[config.mk]
export PLATFORM = sky130hd
export DESIGN_NAME = ex_alu_stage
export DESIGN_NICKNAME = d
export VERILOG_FILES = /design/src/rtl/cpu_pkg.sv /design/src/rtl/alu_core.sv /design/src/rtl/ex_alu_stage.sv
export SDC_FILE = /design/constraint.sdc
export NUM_CORES = 1
export LEC_CHECK = 0
export CELL_PAD_IN_SITES_DETAIL_PLACEMENT = 1
export CELL_PAD_IN_SITES_GLOBAL_PLACEMENT = 1
export CORE_AREA = 5 5 194 121
export DETAILED_ROUTE_END_ITERATION = 16
export DIE_AREA = 0 0 199 126
export GPL_ROUTABILITY_DRIVEN = 1
export PLACE_DENSITY_LB_ADDON = 0.1
export SLEW_MARGIN = 0
export SYNTH_ARGS = -nofsm -noshare
export SYNTH_HDL_FRONTEND = slang
export SYNTH_SLANG_ARGS = --single-unit
[constraint.sdc]
create_clock -name clk -period 2.1 [get_ports clk]
set_input_delay 0.42 -clock clk [delete_from_list [all_inputs] [get_ports clk]]
set_output_delay 0.42 -clock clk [all_outputs]
set_load 0.1 [all_outputs]
[src/rtl/cpu_pkg.sv]
// Shared CPU definitions: ALU control codes and execute-stage buffer states.
package cpu_pkg;

    localparam logic [2:0] ALU_AND = 3'b000;
    localparam logic [2:0] ALU_OR  = 3'b001;
    localparam logic [2:0] ALU_ADD = 3'b010;
    localparam logic [2:0] ALU_SUB = 3'b110;
    localparam logic [2:0] ALU_SLT = 3'b111;

    typedef enum logic [1:0] {
        ST_EMPTY = 2'd0,
        ST_ONE   = 2'd1,
        ST_FULL  = 2'd2
    } stage_state_e;

    function automatic logic alu_ctrl_legal(input logic [2:0] ctrl);
        return (ctrl == ALU_AND) || (ctrl == ALU_OR) || (ctrl == ALU_ADD) ||
               (ctrl == ALU_SUB) || (ctrl == ALU_SLT);
    endfunction

endpackage

[src/rtl/alu_core.sv]
// Combinational ALU: (control, a, b) -> result, zero, illegal, ovf.
// ovf is always computed here; the stage only uses it when EX_ALU_OVF_EN is defined.
module alu_core
    import cpu_pkg::*;
#(
    parameter int WIDTH = 32
) (
    input  logic [2:0]       ctrl_i,
    input  logic [WIDTH-1:0] a_i,
    input  logic [WIDTH-1:0] b_i,
    output logic [WIDTH-1:0] result_o,
    output logic             zero_o,
    output logic             illegal_o,
    output logic             ovf_o
);

    logic [WIDTH-1:0] sum;
    logic [WIDTH-1:0] diff;
    logic             lt;

    assign sum  = a_i + b_i;
    assign diff = a_i - b_i;
    assign lt   = $signed(a_i) < $signed(b_i);

    always_comb begin
        result_o  = '0;
        illegal_o = 1'b0;
        ovf_o     = 1'b0;
        case (ctrl_i)
            ALU_ADD: begin
                result_o = sum;
                ovf_o    = (a_i[WIDTH-1] == b_i[WIDTH-1]) && (sum[WIDTH-1] != a_i[WIDTH-1]);
            end
            ALU_SUB: begin
                result_o = diff;
                ovf_o    = (a_i[WIDTH-1] != b_i[WIDTH-1]) && (diff[WIDTH-1] != a_i[WIDTH-1]);
            end
            ALU_AND: result_o = a_i & b_i;
            ALU_OR:  result_o = a_i | b_i;
            ALU_SLT: result_o = {{(WIDTH-1){1'b0}}, lt};
            default: illegal_o = 1'b1;
        endcase
    end

    assign zero_o = (result_o == '0);

endmodule

[src/rtl/ex_alu_stage.sv]
// Execute stage: ALU on the input side, two-entry (output + skid) buffer toward MEM.
// Optional signed-overflow output and writeback suppression under EX_ALU_OVF_EN.
module ex_alu_stage
    import cpu_pkg::*;
#(
    parameter int WIDTH   = 32,
    parameter int RADDR_W = 5
) (
    input  logic               clk,
    input  logic               rst_n,
    input  logic               flush,
    input  logic               in_valid,
    output logic               in_ready,
    input  logic [2:0]         alu_control,
    input  logic [WIDTH-1:0]   op_a,
    input  logic [WIDTH-1:0]   op_b,
    input  logic [RADDR_W-1:0] in_dest,
    input  logic               in_reg_write,
    output logic               out_valid,
    input  logic               out_ready,
    output logic [WIDTH-1:0]   result,
    output logic               zero,
    output logic               illegal,
    output logic [RADDR_W-1:0] out_dest,
    output logic               out_reg_write
`ifdef EX_ALU_OVF_EN
    ,
    output logic               ovf
`endif
);

    logic [WIDTH-1:0] alu_res;
    logic             alu_zero;
    logic             alu_ill;
    logic             alu_ovf;
    logic             new_rw;
    logic             new_ovf;
    logic             accept;

    alu_core #(.WIDTH(WIDTH)) u_alu (
        .ctrl_i    (alu_control),
        .a_i       (op_a),
        .b_i       (op_b),
        .result_o  (alu_res),
        .zero_o    (alu_zero),
        .illegal_o (alu_ill),
        .ovf_o     (alu_ovf)
    );

`ifdef EX_ALU_OVF_EN
    assign new_ovf = alu_ovf;
`else
    assign new_ovf = 1'b0;
    logic unused_ovf;
    assign unused_ovf = alu_ovf;
`endif
    assign new_rw = in_reg_write && !alu_ill && !new_ovf;

    stage_state_e     state_q;
    logic             in_ready_q, out_valid_q;
    logic [WIDTH-1:0] res_q, sk_res_q;
    logic             zero_q, sk_zero_q;
    logic             ill_q, sk_ill_q;
    logic [RADDR_W-1:0] dest_q, sk_dest_q;
    logic             rw_q, sk_rw_q;
    logic             ovf_q, sk_ovf_q;

    // in_ready_q is only ever high outside FULL, so it doubles as the state gate.
    assign accept = in_valid && in_ready_q && !flush;

    always_ff @(posedge clk or negedge rst_n) begin
        if (!rst_n) begin
            state_q     <= ST_EMPTY;
            in_ready_q  <= 1'b1;
            out_valid_q <= 1'b0;
            res_q       <= '0;
            zero_q      <= 1'b0;
            ill_q       <= 1'b0;
            dest_q      <= '0;
            rw_q        <= 1'b0;
            ovf_q       <= 1'b0;
            sk_res_q    <= '0;
            sk_zero_q   <= 1'b0;
            sk_ill_q    <= 1'b0;
            sk_dest_q   <= '0;
            sk_rw_q     <= 1'b0;
            sk_ovf_q    <= 1'b0;
        end else if (flush) begin
            state_q     <= ST_EMPTY;
            in_ready_q  <= 1'b1;
            out_valid_q <= 1'b0;
        end else begin
            case (state_q)
                ST_EMPTY: begin
                    if (accept) begin
                        res_q       <= alu_res;
                        zero_q      <= alu_zero;
                        ill_q       <= alu_ill;
                        dest_q      <= in_dest;
                        rw_q        <= new_rw;
                        ovf_q       <= new_ovf;
                        state_q     <= ST_ONE;
                        out_valid_q <= 1'b1;
                    end
                end
                ST_ONE: begin
                    if (accept && out_ready) begin
                        res_q  <= alu_res;
                        zero_q <= alu_zero;
                        ill_q  <= alu_ill;
                        dest_q <= in_dest;
                        rw_q   <= new_rw;
                        ovf_q  <= new_ovf;
                    end else if (accept) begin
                        sk_res_q   <= alu_res;
                        sk_zero_q  <= alu_zero;
                        sk_ill_q   <= alu_ill;
                        sk_dest_q  <= in_dest;
                        sk_rw_q    <= new_rw;
                        sk_ovf_q   <= new_ovf;
                        state_q    <= ST_FULL;
                        in_ready_q <= 1'b0;
                    end else if (out_ready) begin
                        state_q     <= ST_EMPTY;
                        out_valid_q <= 1'b0;
                    end
                end
                ST_FULL: begin
                    if (out_ready) begin
                        res_q      <= sk_res_q;
                        zero_q     <= sk_zero_q;
                        ill_q      <= sk_ill_q;
                        dest_q     <= sk_dest_q;
                        rw_q       <= sk_rw_q;
                        ovf_q      <= sk_ovf_q;
                        state_q    <= ST_ONE;
                        in_ready_q <= 1'b1;
                    end
                end
                default: begin
                    state_q     <= ST_EMPTY;
                    in_ready_q  <= 1'b1;
                    out_valid_q <= 1'b0;
                end
            endcase
        end
    end

    assign in_ready      = in_ready_q;
    assign out_valid     = out_valid_q;
    assign result        = res_q;
    assign zero          = zero_q;
    assign illegal       = ill_q;
    assign out_dest      = dest_q;
    assign out_reg_write = rw_q;
`ifdef EX_ALU_OVF_EN
    assign ovf = ovf_q;
`else
    logic unused_ovf_q;
    assign unused_ovf_q = ovf_q ^ sk_ovf_q;
`endif

endmodule

==> impl_metrics.json, run 1 <==
{
  "synth_cell_types": 85,
  "async_reset_ff_frac": 1.00,
  "cts_buffer_depth": 2,
  "yosysWarnings": 0,
  "place_congestion": 0.973,
  "ys_seq_area_frac": 0.236,
  "ys_seq_elements": 84,
  "htreeDepth": 3,
  "numClockSinks": 84,
  "synth_edf_count": 0,
  "io_pins": 120,
  "synthCells": 1183,
  "synth_top_cell_by_area": "dfrtp_1",
  "post_cts_resized": 578,
  "dieHeight_microns": 126,
  "synth_top_area_share": 0.234,
  "start_util": 0.413,
  "row_count": 42,
  "cts_root_buffer": "clkbuf_16",
  "avgSynthCellArea_sq_um": 7.52,
  "yosys-top-cells-area": "dfrtp_1 (23%), ha_1 (14%), a21oi_1 (6.6%), o21ai_0 (6.3%), nand2_1 (5.4%)",
  "post_cts_buffers": 112,
  "die_w_microns": 199,
  "error_line": "[ERROR DPL-0033] detailed placement checks failed during check placement.",
  "syn_nets": 1359,
  "status": "did not finish",
  "hpwlAfterDp_microns": 35900,
  "cts.hold.buffers_added": 1,
  "syn_area_sq_um": 8890,
  "cts_buffers": 9,
  "stop_stage": "clock tree synthesis (4_1_cts)",
  "portBuffers": 119,
  "synth_top_flop_cell": "dfrtp_1"
}
[metrics by stage]
| step | setup slack [ns] | cells | cell area (sq um) | utilization |
|---|---|---|---|---|
| 2_1_floorplan | -1.28 | 1183 | 9500 | - |
| 3_3_place_gp | -2.43 | 1903 | 13600 | 0.631 |
| 3_5_place_dp | -2.50 | 1903 | 13600 | 0.631 |
[cell usage after synthesis, types with 16 or more instances]
master and n:
nor2_1 116, o21ai_0 112, a21oi_1 117, nand4_1 16, nor3_1 17, mux2i_1 26, xnor2_1 24, mux2_2 17
inv_1 104, dfrtp_1 83, a211oi_1 18, nand2_1 127, ha_1 96, nand3_1 21, clkbuf_1 49
[cells by family after synthesis]
| kind of cell | synth area share |
|---|---|
| xor+xnor | 0.0236 |
| buf+inv | 0.0772 |
| simple gates | 0.189 |
| mux | 0.0508 |
| fa+ha+maj | 0.140 |
| flops | 0.236 |
| compound gates | 0.283 |
==> run 2: changes to the inputs <==
==> config.mk (replaced) <==
export PLATFORM = sky130hd
export DESIGN_NAME = ex_alu_stage
export DESIGN_NICKNAME = d
export VERILOG_FILES = /design/src/rtl/cpu_pkg.sv /design/src/rtl/alu_core.sv /design/src/rtl/ex_alu_stage.sv
export SDC_FILE = /design/constraint.sdc
export NUM_CORES = 1
export LEC_CHECK = 0
export CORE_AREA = 5 5 162 164
export DETAILED_ROUTE_END_ITERATION = 16
export DIE_AREA = 0 0 167 169
export GPL_ROUTABILITY_DRIVEN = 1
export PLACE_DENSITY_LB_ADDON = 0.15
export SLEW_MARGIN = 0
export SYNTH_ARGS = -nofsm -noshare
export SYNTH_HDL_FRONTEND = slang
export SYNTH_SLANG_ARGS = --single-unit
==> impl_metrics.json, run 2 <==
{
  "yosysWarnings": 0,
  "fin_skew_ns": 0.00368,
  "multi_input_area_sq_um": 8040,
  "cts_buffers": 9,
  "start_util": 0.359,
  "path_cells": "buf_8 -> inv_4 -> ha_4 -> buf_6 -> nand2_4 -> or4_4 -> o21ai_4 -> o31ai_4 -> and2_4 -> a221oi_4 -> nand3b_1 -> nand4b_1 -> nor4_2 -> nand4_1 -> or4_4 -> o31ai_4",
  "fin_setup_tns_ns": -34.83,
  "highest_layer": "met4",
  "seqPwrFrac": 0.230,
  "wl_met1_microns": 16400,
  "cts_root_buffer": "clkbuf_16",
  "avgSynthCellArea_sq_um": 7.52,
  "ys_seq_area_frac": 0.236,
  "die_area_sq_um": 28200,
  "layout_commonest_cell": "buf_4",
  "synth_common_cells": "nand2_1 (127), a21oi_1 (117), nor2_1 (116)",
  "crit_arrival_ns": 3.77,
  "grt_pass1_wl_microns": 57200,
  "drc": 0,
  "firstDrtPassIters": 5,
  "seqCellArea_sq_um": 2110,
  "antenna_left": 0,
  "fin_ws_ns": -1.42,
  "crit_required_ns": 2.35,
  "core_area_sq_um": 24700,
  "path_depth": 16,
  "cts_tree": "yes",
  "place_congestion": 0.990,
  "met2_length_microns": 17900,
  "finalSetupViolations": 60,
  "rr_worst_depth": 6,
  "synthCells": 1183,
  "ir_drop_v": 0.000693,
  "ys_seq_elements": 84,
  "tightest_slew_ns": 0.771,
  "p_sw_uw": 4260,
  "row_count": 58,
  "slew_violations": 0,
  "hpwlAfterDp_microns": 29200,
  "synth_edf_count": 0,
  "die_w_microns": 167,
  "maxSlewHeadroom": 0.485,
  "internal_power_uw": 5410,
  "critical-path-max-stage-delay_ns": 0.55,
  "timing.final.hold_violations": 0,
  "p_per_area_nw_per_um2": 593,
  "clockPowerShare": 0.172,
  "drive_above_1_share": 0.542,
  "max_freq_ghz": 0.284,
  "synth_top_cell_by_area": "dfrtp_1",
  "grt_remaining_overflow": 0,
  "max_cap_viol_count": 0,
  "critPathBufInv": 3,
  "avgRoutedWirePerCell_microns": 17.9,
  "clk_latency_ns": 0.33,
  "area_growth_pct": 83.2,
  "cts.hold.buffers_added": 0,
  "slowest_stage": "or4_4",
  "dieHeight_microns": 169,
  "synth_top_area_share": 0.234,
  "pre_cts_slack_ns": -2.35,
  "whs_ns": 0.0286,
  "rsz0062_at_grt": "true",
  "cp_max_fo": 8,
  "start_kind": "input port",
  "violations": "negative setup slack",
  "htreeDepth": 3,
  "wl_met3_microns": 1670,
  "clkTransAtPathRegs_ns": 0.06,
  "crit_family": "simple AND/OR/NAND/NOR gates",
  "yosys-top-cells-area": "dfrtp_1 (23%), ha_1 (14%), a21oi_1 (6.6%), o21ai_0 (6.3%), nand2_1 (5.4%)",
  "drt-initial-drc-count": 769,
  "nFillCells": 2172,
  "status": "finished, violations left",
  "hold_class": "input port to async pin",
  "numClockSinks": 84,
  "comb_power_share": 0.598,
  "period_share": 1.68,
  "cts_buffer_depth": 2,
  "first_global_vias": 10700,
  "syn_nets": 1359,
  "portBuffers": 119,
  "cp-end-kind": "flop",
  "wirelength_microns": 36700,
  "grt_max_degree": 46,
  "gr-usage-all-layers": 0.250,
  "dr_total_vias": 10700,
  "final.min_clock_period_ns": 3.52,
  "yosysMostFrequentCell": "nand2_1",
  "nets": 1887,
  "async_reset_ff_frac": 1.00,
  "final_cell_mix": "buf_4 (449), nand2_1 (113), nor2_1 (95), dfrtp_1 (83), a21oi_1 (65)",
  "p_leak_uw": 0.00739,
  "synth_cell_types": 85,
  "io_pins": 120,
  "antenna_found_initial": 0,
  "p_sw_frac": 0.440,
  "synth_top_flop_cell": "dfrtp_1",
  "syn_area_sq_um": 8890,
  "vias_per_cell": 5.21,
  "path_class": "input port to flop",
  "antenna_cells": 0
}
## run 2: cells by family (layout without fill, tap and decap cells)
group / after synthesis / after routing / share of synthesized area
and+or+nand+nor: 364 / 364 / 0.189
buffers and inverters: 178 / 711 / 0.0772
DFF: 84 / 84 / 0.236
adders and majority gates: 98 / 98 / 0.140
AOI/OAI and AO/OA: 392 / 392 / 0.283
muxes: 43 / 43 / 0.0508
xor gates and xnor gates: 24 / 24 / 0.0236
## run 2: through the flow
| stage | cell area, sq um | cells | power [uW] | util |
|---|---|---|---|---|
| final | 16300 | 2046 | 9670 | 0.659 |
| after global routing | 16300 | 2046 | 10200 | 0.659 |
| after CTS | 15600 | 2023 | 9370 | 0.630 |
| after detailed placement | 13700 | 1956 | 7130 | 0.553 |
| after global placement | 13700 | 1956 | 7090 | 0.553 |
| after floorplan | 9500 | 1183 | 5190 | - |
## run 2: worst paths after layout
check,from,to,slack [ns]
min in group clk,sk_res_q[25],sk_res_q[25],0.48
setup reg to reg,in_ready,zero,0.11
setup / recovery,op_b[7],zero,-1.42
hold reg to reg,sk_res_q[25],sk_res_q[25],0.48
hold / removal,rst_n,out_valid,0.03
max in group asynchronous,rst_n,result[20],1.50
## run 2: area by class of cell
cell class,instances,area share
well taps,330,0.0253
multi-input cells,921,0.493
clock buffers,10,0.0140
flip-flops and latches,84,0.129
clock inverters,6,0.00545
inverters,107,0.0306
repair buffers,588,0.302
## run 2: layer usage
layer | vias up | track usage
li1 | 5276 | -
met1 | 5069 | 0.330
met2 | 264 | 0.433
met3 | 49 | 0.0285
met4 | 0 | 0.0676
met5 | - | 0
## run 2: worst register-to-register path: stages, from the launching register on
cell,delay (ns)
dfstp_4,0.64
nand2_1,0.12
nor3_1,0.20
a31oi_1,0.05
or2_2,0.41
a21oi_1,0.33
o31ai_4,0.11
## run 2: power groups by stage
| stage | sequential, uW | combinational [uW] | clock (uW) |
|---|---|---|---|
| 6_report | 2230 | 5780 | 1660 |
| 5_1_grt | 2280 | 6120 | 1770 |
| 4_1_cts | 2220 | 5460 | 1700 |
| 3_5_place_dp | 2250 | 4890 | 0 |
| 3_3_place_gp | 2230 | 4860 | 0 |
| 2_1_floorplan | 3430 | 1760 | 0 |
## run 2: what timing repair did
item,4_1_cts,5_1_grt
endpoints found under the setup margin,66,65
setup buffers,68,32
pin swaps,124,86
resized for setup,491,144
Power figures use the tool's default switching activity.
==> run 3: changes to the inputs <==
--- a/config.mk
+++ b/config.mk
@@ -5,9 +5,11 @@
 export SDC_FILE = /design/constraint.sdc
 export NUM_CORES = 1
 export LEC_CHECK = 0
-export CORE_AREA = 5 5 162 164
+export CAP_MARGIN = 40
+export CORE_AREA = 5 5 148 178
+export CTS_CLUSTER_DIAMETER = 150
 export DETAILED_ROUTE_END_ITERATION = 16
-export DIE_AREA = 0 0 167 169
+export DIE_AREA = 0 0 153 183
 export GPL_ROUTABILITY_DRIVEN = 1
 export PLACE_DENSITY_LB_ADDON = 0.15
 export SLEW_MARGIN = 0
==> impl_metrics.json, run 3 (synthesis results as in run 2) <==
{
  "maxSlewHeadroom": 0.637,
  "die_w_microns": 153,
  "tightest_slew_ns": 0.529,
  "crit_required_ns": 2.35,
  "cts_buffer_depth": 2,
  "hold_class": "flop to flop",
  "core_area_sq_um": 24400,
  "dp_cells": 1928,
  "multi_input_area_sq_um": 8130,
  "antenna_cells": 0,
  "seqCellArea_sq_um": 2110,
  "grt_remaining_overflow": 0,
  "layout_commonest_cell": "buf_4",
  "wirelength_microns": 36600,
  "antenna_left": 0,
  "place_congestion": 0.944,
  "slew_violations": 0,
  "grt_pass1_wl_microns": 57300,
  "numClockSinks": 84,
  "start_kind": "input port",
  "max_freq_ghz": 0.279,
  "crit_arrival_ns": 3.83,
  "violations": "negative setup slack",
  "timing.final.hold_violations": 0,
  "final_cell_mix": "buf_4 (416), nand2_1 (112), nor2_1 (90), dfrtp_1 (83), buf_6 (83)",
  "period_share": 1.71,
  "rsz0062_at_grt": "true",
  "p_leak_uw": 0.00751,
  "hpwlAfterDp_microns": 28000,
  "ir_drop_v": 0.000453,
  "die_area_sq_um": 28000,
  "portBuffers": 119,
  "area_growth_pct": 84.1,
  "first_global_vias": 10900,
  "status": "finished, violations left",
  "drive_above_1_share": 0.538,
  "antenna_found_initial": 0,
  "final.min_clock_period_ns": 3.59,
  "clk_latency_ns": 0.33,
  "path_class": "input port to flop",
  "vias_per_cell": 5.35,
  "dr_total_vias": 10900,
  "fin_skew_ns": 0.00490,
  "fin_ws_ns": -1.49,
  "row_count": 63,
  "max_cap_viol_count": 0,
  "finalSetupViolations": 59,
  "drc": 0,
  "nFillCells": 2073,
  "cts_buffers": 9,
  "cts_tree": "yes",
  "drt-initial-drc-count": 475,
  "cts_root_buffer": "clkbuf_16",
  "nets": 1878,
  "start_util": 0.364,
  "p_per_area_nw_per_um2": 584,
  "avgRoutedWirePerCell_microns": 18.0,
  "htreeDepth": 3,
  "cp-end-kind": "flop",
  "finalNonFillerCells": 2031,
  "io_pins": 120,
  "gr-usage-all-layers": 0.250,
  "firstDrtPassIters": 5,
  "dieHeight_microns": 183,
  "clkTransAtPathRegs_ns": 0.06,
  "finalPower_uw": 9560,
  "cp_max_fo": 2,
  "grt_max_degree": 45
}
[run 3: changes by cell type in the layout (fill, tap and decap cells not counted), sizes merged]
cell	previous run	this run
bufbuf	0	1
dlymetal6s2s	0	2
clkdlybuf4s50	20	19
buf	543	532
clkinvlp	4	0
inv	104	106
clkdlybuf4s15	8	2
clkbuf	12	19
bufinv	2	0
dlygate4sd2	15	16
dlygate4sd3	0	1
[run 3: cell type report]
cell class,instances,share of cell area
clock inverter,2,0.000611
sequential,84,0.129
timing repair buffer,579,0.304
clock buffer,13,0.0159
multi-input combinational,921,0.496
inverter,107,0.0293
tap,325,0.0248
[run 3: path summary, 6_finish.rpt]
check	startpoint	to	slack, ns	cells past startpoint
max in group asynchronous	rst_n	result[25]	1.01	3
max	op_a[0]	zero	-1.49	20
min reg2reg	sk_res_q[6]	sk_res_q[6]	0.48	2
max reg2reg	in_ready	out_reg_write	0.17	7
min	sk_res_q[6]	sk_res_q[6]	0.48	2
min in group asynchronous	rst_n	result[9]	0.53	2
[run 3: repair_timing]
action	CTS	global route
pin swaps	170	102
endpoints found under the setup margin	66	64
hold buffers	1	0
buffers inserted	83	27
hold endpoints to repair	20	0
cloned	1	1
resized for setup	520	129
[run 3: worst max-delay path: stages]
cell      delay (ns)
buf_12          0.11
inv_12          0.05
ha_4            0.14
inv_4           0.03
fa_2            0.39
nor2b_4         0.14
o211ai_1        0.25
a21oi_2         0.13
buf_4           0.16
o31ai_4         0.19
buf_6           0.16
nand3_2         0.06
a21boi_2        0.21
buf_4           0.15
o21a_1          0.15
o22ai_1         0.09
nor2_1          0.13
o22ai_2         0.11
or4_4           0.58
o31ai_4         0.17
[run 3: where the power goes]
part / internal (uW) / leakage [uW] / switching, uW / total, uW
Clock: 855 / 0.000135 / 578 / 1430
Combinational: 2450 / 0.00628 / 3450 / 5900
Sequential: 2010 / 0.00109 / 222 / 2230
[run 3: stage by stage]
step | TNS [ns] | util | setup slack [ns] | hold slack [ns] | instance area, sq um
6_report | -37.44 | 0.670 | -1.49 | 0.481 | 16400
5_1_grt | -43.50 | 0.670 | -1.64 | 0.505 | 16400
4_1_cts | -37.59 | 0.645 | -1.62 | 0.479 | 15800
3_5_place_dp | -90.32 | 0.554 | -2.37 | 0.333 | 13500
3_3_place_gp | -87.94 | 0.554 | -2.35 | 0.330 | 13500
2_1_floorplan | -21.16 | - | -1.28 | 0.124 | 9500
[run 3: metal layers]
layer / GRT usage / share of wire / up-vias / wire length, microns
met3: 0.0210 / 0.037 / 58 / 1360
li1: - / - / 5262 / -
met1: 0.308 / 0.42 / 5260 / 15300
met4: 0.0813 / 0.028 / 0 / 1040
met5: 0 / 0 / - / 0
met2: 0.461 / 0.52 / 281 / 18900
==> run 4: changes to the inputs <==
--- a/config.mk
+++ b/config.mk
@@ -6,10 +6,10 @@
 export NUM_CORES = 1
 export LEC_CHECK = 0
 export CAP_MARGIN = 40
-export CORE_AREA = 5 5 148 178
+export CORE_AREA = 5 5 166 200
 export CTS_CLUSTER_DIAMETER = 150
 export DETAILED_ROUTE_END_ITERATION = 16
-export DIE_AREA = 0 0 153 183
+export DIE_AREA = 0 0 171 205
 export GPL_ROUTABILITY_DRIVEN = 1
 export PLACE_DENSITY_LB_ADDON = 0.15
 export SLEW_MARGIN = 0
==> impl_metrics.json, run 4 (synthesis results as in run 2) <==
{
  "io_pins": 120,
  "nFillCells": 2943,
  "crit_required_ns": 2.34,
  "portBuffers": 119,
  "antenna_cells": 0,
  "first_global_vias": 11000,
  "maxSlewHeadroom": 0.527,
  "antenna_found_initial": 1,
  "clockPowerShare": 0.180,
  "r2r_setup_slack_ns": 0.18,
  "internal_power_uw": 5600,
  "cts_tree": "yes",
  "drive_above_1_share": 0.547,
  "timing.final.hold_violations": 0,
  "period_share": 1.73,
  "grt_remaining_overflow": 0,
  "r2r-start": "in_ready",
  "drc": 0,
  "tightest_slew_ns": 0.708,
  "hold_class": "input port to async pin",
  "clk_latency_ns": 0.33,
  "dieHeight_microns": 205,
  "p_sw_frac": 0.434,
  "finalPower_uw": 9900,
  "wirelength_microns": 38200,
  "place_congestion": 0.938,
  "rr_worst_depth": 6,
  "p_sw_uw": 4300,
  "cts.hold.buffers_added": 0,
  "start_util": 0.287,
  "crit_arrival_ns": 3.88,
  "row_count": 71,
  "grt_pass1_wl_microns": 59700,
  "seqPwrFrac": 0.224,
  "max_cap_viol_count": 0,
  "final.min_clock_period_ns": 3.64,
  "fin_skew_ns": 0.00431,
  "r2r_end": "zero",
  "status": "finished, violations left",
  "max_freq_ghz": 0.275,
  "start_kind": "input port",
  "cts_buffers": 9,
  "antenna_left": 0,
  "p_leak_uw": 0.00752,
  "area_growth_pct": 87.2,
  "fin_ws_ns": -1.54,
  "dr_total_vias": 10700,
  "clkTransAtPathRegs_ns": 0.06,
  "layout_commonest_cell": "buf_4",
  "violations": "negative setup slack",
  "slew_violations": 0,
  "hpwlAfterDp_microns": 30200,
  "final_cell_mix": "buf_4 (445), nand2_1 (114), nor2_1 (89), dfrtp_1 (83), buf_6 (79)",
  "avgRoutedWirePerCell_microns": 18.0,
  "gr-usage-all-layers": 0.214,
  "post-route-util": 0.537,
  "die_area_sq_um": 35100,
  "p_per_area_nw_per_um2": 595,
  "vias_per_cell": 5.05,
  "numClockSinks": 84,
  "ir_drop_v": 0.000773,
  "htreeDepth": 3,
  "die_w_microns": 171,
  "cp-end-kind": "flop",
  "finalSetupViolations": 59,
  "drt-initial-drc-count": 485,
  "rsz0062_at_grt": "true",
  "cts_buffer_depth": 2,
  "nets": 1894,
  "firstDrtPassIters": 5,
  "path_class": "input port to flop",
  "cts_root_buffer": "clkbuf_16",
  "comb_power_share": 0.596,
  "core_area_sq_um": 31000,
  "cp_max_fo": 2,
  "grt_max_degree": 44
}
run 4: changes by cell type in the layout (fill, tap and decap cells not counted), sizes merged:
cell           before  now
dlygate4sd2        16   20
bufbuf              1    0
dlymetal6s2s        2    0
clkbuf             19   11
clkdlybuf4s50      19   20
clkdlybuf4s15       2    4
bufinv              0    3
buf               532  549
clkinvlp            0    2
dlygate4sd3         1    0
run 4: layout make-up:
| class | count | area (sq um) | share of cell area |
|---|---|---|---|
| multi-input cells | 921 | 8200 | 0.492 |
| repair buffers | 595 | 5020 | 0.301 |
| flip-flops and latches | 84 | 2110 | 0.127 |
| well taps | 401 | 502 | 0.0301 |
| inverters | 107 | 484 | 0.0291 |
| clock buffers | 9 | 225 | 0.0135 |
| clock inverters | 7 | 115 | 0.00692 |
run 4: worst max-delay path by stage:
stage	from	slack, ns	endpoint	cells after the start
after floorplan	op_b[1]	-1.28	zero	14
after global placement	op_a[0]	-2.43	zero	19
after detailed placement	op_a[3]	-2.50	zero	16
after CTS	op_a[0]	-1.70	zero	19
after global routing	op_a[0]	-1.68	zero	19
final	op_a[0]	-1.54	zero	18
run 4: power by group through the flow:
stage / clock network [uW] / logic (uW) / registers [uW]
after detailed placement: 0 / 4890 / 2250
after CTS: 1830 / 5570 / 2220
after floorplan: 0 / 1760 / 3430
final: 1780 / 5900 / 2220
after global placement: 0 / 4880 / 2230
after global routing: 1890 / 6270 / 2280
run 4: worst max-delay path: stages:
cell,delay [ns]
buf_12,0.11
inv_12,0.04
ha_4,0.13
inv_2,0.04
fa_2,0.38
buf_4,0.15
nor3b_1,0.14
a211o_1,0.32
nand3_2,0.10
o311ai_4,0.11
a41o_1,0.29
nor3_4,0.24
and3_4,0.23
nand4_1,0.17
nor4_4,0.19
nand4_1,0.12
or4_4,0.46
o31ai_4,0.24
run 4: timing repair:
item | CTS | global route
setup endpoints to repair | 66 | 65
buffers inserted | 79 | 39
gates resized for setup | 501 | 172
endpoints found under the hold margin | 0 | 0
pin swaps | 128 | 121
cloned | 1 | 0
run 4: metal layers:
| layer | GRT usage | vias up | wire length, microns |
|---|---|---|---|
| met5 | 0 | - | 9 |
| met1 | 0.273 | 5090 | 16300 |
| met4 | 0.0708 | 2 | 1280 |
| met2 | 0.378 | 255 | 19000 |
| li1 | - | 5293 | - |
| met3 | 0.0199 | 77 | 1510 |
run 4: metrics by stage:
stage | hold WS, ns | setup slack [ns] | TNS [ns] | instances | cell area [sq um]
after global routing | 0.106 | -1.68 | -41.15 | 2124 | 16600
after CTS | 0.0757 | -1.70 | -36.37 | 2104 | 15900
after global placement | 0.430 | -2.43 | -91.17 | 2015 | 13700
after detailed placement | 0.431 | -2.50 | -93.36 | 2015 | 13700
after floorplan | 0.124 | -1.28 | -21.16 | 1183 | 9500
final | 0.0669 | -1.54 | -34.74 | 2124 | 16600
